<file path="config.mk">
export PLATFORM = sky130hd
export DESIGN_NAME = pc_sequencer
export DESIGN_NICKNAME = d
export VERILOG_FILES = /design/src/rtl/pc_sequencer.sv
export SDC_FILE = /design/constraint.sdc
export NUM_CORES = 1
export LEC_CHECK = 0
export BUFFER_PORTS_ARGS = -buffer_cell sky130_fd_sc_hd__buf_2
export CAP_MARGIN = 0
export CORE_MARGIN = 2
export CORE_UTILIZATION = 52
export CTS_CLUSTER_DIAMETER = 200
export CTS_CLUSTER_SIZE = 20
export DETAILED_ROUTE_END_ITERATION = 6
export PLACE_DENSITY = 0.85
export SLEW_MARGIN = 25
export SYNTH_ARGS = -nofsm -noshare
export SYNTH_HDL_FRONTEND = slang
export SYNTH_SLANG_ARGS = --single-unit
</file>
<file path="constraint.sdc">
create_clock -name clk -period 6.8 [get_ports clk]
set_input_delay 1.36 -clock clk [delete_from_list [all_inputs] [get_ports clk]]
set_output_delay 1.36 -clock clk [all_outputs]
set_load 0.1 [all_outputs]
</file>
<file path="src/rtl/pc_sequencer.sv">
// Program counter and fetch sequencer: selects the next PC from sequential step,
// redirect or stall hold, and stops the core on halt, out-of-range or misaligned redirect.
module pc_sequencer #(
  parameter logic [31:0] RESET_PC   = 32'h0000_0000,
  parameter int unsigned IMEM_WORDS = 64,
  parameter logic [31:0] HALT_WORD  = 32'h0000_0073
) (
  input  logic        clk,
  input  logic        reset,
  input  logic        stall,
  input  logic        branch_taken,
  input  logic [31:0] branch_target,
  input  logic [31:0] instruction,
  output logic [31:0] pc,
  output logic [31:0] pc_plus4,
  output logic        fetch_valid,
  output logic        halted,
  output logic        fault,
  output logic [31:0] fetch_count
);

  localparam int unsigned XLEN = 32;
  localparam logic [XLEN:0] PC_LIMIT = (XLEN+1)'(IMEM_WORDS) * (XLEN+1)'(4);

  typedef enum logic [1:0] {
    RUN   = 2'd0,
    HALT  = 2'd1,
    FAULT = 2'd2
  } state_t;

  state_t          state;
  state_t          state_next;
  logic [XLEN-1:0] pc_next;
  logic [XLEN-1:0] count_next;
  logic [XLEN-1:0] seq_pc;
  logic [XLEN-1:0] redirect_pc;
  logic            accept;
  logic            halt_word;
  logic            misaligned;
  logic            out_of_range;

  // Decode of the current cycle's fetch and redirect request
  assign accept       = (state == RUN) && !stall;
  assign halt_word    = (instruction == HALT_WORD) || (instruction == '0);
  assign misaligned   = branch_taken && (branch_target[1:0] != 2'b00);
  assign seq_pc       = pc + XLEN'(4);
  assign redirect_pc  = branch_taken ? branch_target : seq_pc;
  assign out_of_range = {1'b0, redirect_pc} >= PC_LIMIT;
  assign pc_plus4     = seq_pc;

  always_ff @(posedge clk) begin
    if (reset) begin
      state <= RUN;
    end else begin
      state <= state_next;
    end
  end

  // HALT and FAULT are terminal; only reset leaves them
  always_comb begin
    state_next = state;
    case (state)
      RUN: begin
        if (!stall) begin
          if (halt_word) begin
            state_next = HALT;
          end else if (misaligned) begin
            state_next = FAULT;
          end else if (out_of_range) begin
            state_next = HALT;
          end
        end
      end
      HALT:    state_next = HALT;
      FAULT:   state_next = FAULT;
      default: state_next = FAULT;
    endcase
  end

  always_comb begin
    fetch_valid = 1'b0;
    halted      = 1'b0;
    fault       = 1'b0;
    case (state)
      RUN:     fetch_valid = 1'b1;
      HALT:    halted      = 1'b1;
      FAULT:   fault       = 1'b1;
      default: fault       = 1'b1;
    endcase
  end

  // PC holds on a halt word or misaligned redirect; an out-of-range target still loads
  always_comb begin
    pc_next    = pc;
    count_next = fetch_count;
    if (accept) begin
      if (!halt_word && !misaligned) begin
        pc_next = redirect_pc;
      end
      if (fetch_count != '1) begin
        count_next = fetch_count + XLEN'(1);
      end
    end
  end

  always_ff @(posedge clk) begin
    if (reset) begin
      pc          <= RESET_PC;
      fetch_count <= '0;
    end else begin
      pc          <= pc_next;
      fetch_count <= count_next;
    end
  end

endmodule

</file>
==> impl_metrics.json <==
{
  "criticalPathCategory": "register to output port",
  "final_common_cell": "buf_2",
  "synth_area_um2": 4010,
  "drt_wl_total_um": 12000,
  "crit_arrival_ps": 2970,
  "cts_tree": "built",
  "cts_root_buf": "clkbuf_8",
  "grt_pass1_wl_um": 19500,
  "rsz0062_at_grt": "no",
  "dpl.cell_count": 762,
  "die-area_um2": 8420,
  "port_buffers": 166,
  "async_flop_share_pct": 0,
  "maxCapViolations": 0,
  "drtIter0Drc": 244,
  "wl_per_cell_um": 15.4,
  "antennaDiodeCount": 0,
  "hold_class": "register to register",
  "track_usage_pct": 28.0,
  "core_um2": 7610,
  "post_cts_resized": 0,
  "synth_cell_types": 53,
  "crit_fanout": 18,
  "ys.warnings.count": 0,
  "tightest_slew_ps": 962,
  "cts_buffers": 9,
  "start_kind": "register",
  "grt_start_max_net_pins": 66,
  "end_kind": "output port",
  "viasPerCell": 5.82,
  "place_ws_ps": 2540,
  "synth.avg_cell_area_um2": 7.67,
  "seq_area_frac_synth_pct": 33.0,
  "setup_viol": 0,
  "skew_ps": 13.3,
  "slew_viol_final": 0,
  "ctsLongestPathBuffers": 2,
  "status": "complete, no violations",
  "die_w_um": 91.8,
  "antenna_left": 0,
  "cp.required_ps": 5440,
  "io_pins": 167,
  "min_period_ps": 4330,
  "final_cell_mix": "buf_2 (166), dfxtp_1 (66), nand2_1 (62)",
  "antenna_found_initial": 0,
  "relSlewSlack_pct": 35.4,
  "initial_utilization_pct": 52.7,
  "drcViolationCount": 0,
  "fillCellCount": 700,
  "p_leak_nw": 2.24,
  "finalHoldViolCount": 0,
  "syn_nets": 592,
  "nets": 741,
  "post_cts_buffers": 0,
  "postCtsHoldBufs": 0,
  "cts_htree_levels": 3,
  "grt_pass1_vias": 4223,
  "first_pass_iters": 4,
  "max_freq_mhz": 231,
  "stdcell_count": 777,
  "rr_worst_depth": 7,
  "drive_above_1_share_pct": 29.9,
  "vias": 4524,
  "cts.clk_slew.worst_paths_ps": 80,
  "area_delta_synth_final_pct": 26.0,
  "power.density_nw_per_um2": 202,
  "hpwl_um": 8620,
  "row_count": 32,
  "holdPathStages": 1,
  "synth_edf_count": 0,
  "place_congestion": 0.998,
  "fin_ws_ps": 2470,
  "cts_sinks": 66,
  "die_y_um": 91.8,
  "finalSetupTns_ps": 0,
  "synth_cells": 522,
  "vdd_ir_drop_max_uv": 188,
  "grt_overflow": 0,
  "fin_crit_sh_pct": 63.7,
  "clkLatencyLatePin_ps": 330,
  "ys_ff_latch": 66,
  "ys.flop_type": "dfxtp_1"
}
-- final timing paths --
check	startpoint	endpoint	slack (ps)
max reg2reg	pc[4]	state[0]	3660
min	pc[1]	pc[1]	490
min reg2reg	pc[1]	pc[1]	490
max	pc[4]	pc_plus4[21]	2470
-- worst max-delay path, cell delays in order (launching register included) --
cell	delay, ps
dfxtp_1	500
nand3_2	260
nor4_4	910
and3_1	320
xor2_1	190
buf_2	450
-- power by group --
part           internal, mW  switching (mW)  total, mW
combinational        0.0585           0.220      0.278
clock                 0.177           0.146      0.323
sequential            0.397          0.0191      0.417
total                 0.633           0.385       1.02
-- stage by stage --
step | hold WS (ps) | power (mW) | instance area [µm²] | utilization [%]
global route | 512 | 1.05 | 5050 | 66.4
CTS | 493 | 1.02 | 5050 | 66.3
global placement | 459 | 0.697 | 4860 | 63.9
detailed placement | 467 | 0.701 | 4860 | 63.9
finish | 488 | 1.02 | 5050 | 66.4
floorplan | 554 | 0.642 | 4010 | -
-- cells in the mapped netlist, types with 6 or more instances --
cell type / n / share of area, %
dfxtp_1: 66 / 33
nand2_1: 62 / 5.8
nor2_1: 59 / 5.5
a21oi_1: 40 / 5.0
nand3_1: 29 / 3.6
xnor2_1: 28 / 6.1
xor2_1: 28 / 6.1
clkbuf_1: 25 / 2.3
nand4_1: 22 / 3.4
nor4_1: 18 / 2.8
nor3_1: 17 / 2.1
o21ai_0: 16 / 2.0
and3_1: 8 / 1.2
inv_1: 8 / 0.75
mux2_2: 8 / 2.2
a31oi_1: 7 / 1.1
mux2i_1: 6 / 1.5
nor2b_1: 6 / 0.94
-- logic make-up after synthesis --
family | share of synthesized area (%)
xor+xnor | 12.2
fa+ha+maj | 0.625
simple gates | 32.6
flops | 33.0
compound gates | 13.6
buf+inv | 4.15
mux | 3.75
-- layer usage --
metal	GRT usage (%)	vias to the layer above	share of wire, %
met5	0	-	0
met4	11.9	0	2.3
met3	5.75	31	8.7
met2	46.6	236	47
met1	35.2	2096	42
li1	-	2161	-
-- area by class of cell --
type	count	area, µm²	share of cell area, %
timing repair buffer	170	861	17.1
clock inverter	3	40.0	0.793
tap	102	128	2.53
clock buffer	12	145	2.87
sequential	66	1320	26.2
multi-input combinational	415	2520	49.9
inverter	9	33.8	0.669
-- state kept, by name (all words and copies together) (netlist names) --
| register | flops |
|---|---|
| pc | 32 |
| state | 2 |
| fetch_count | 32 |
(Power assumes the default switching activity.)
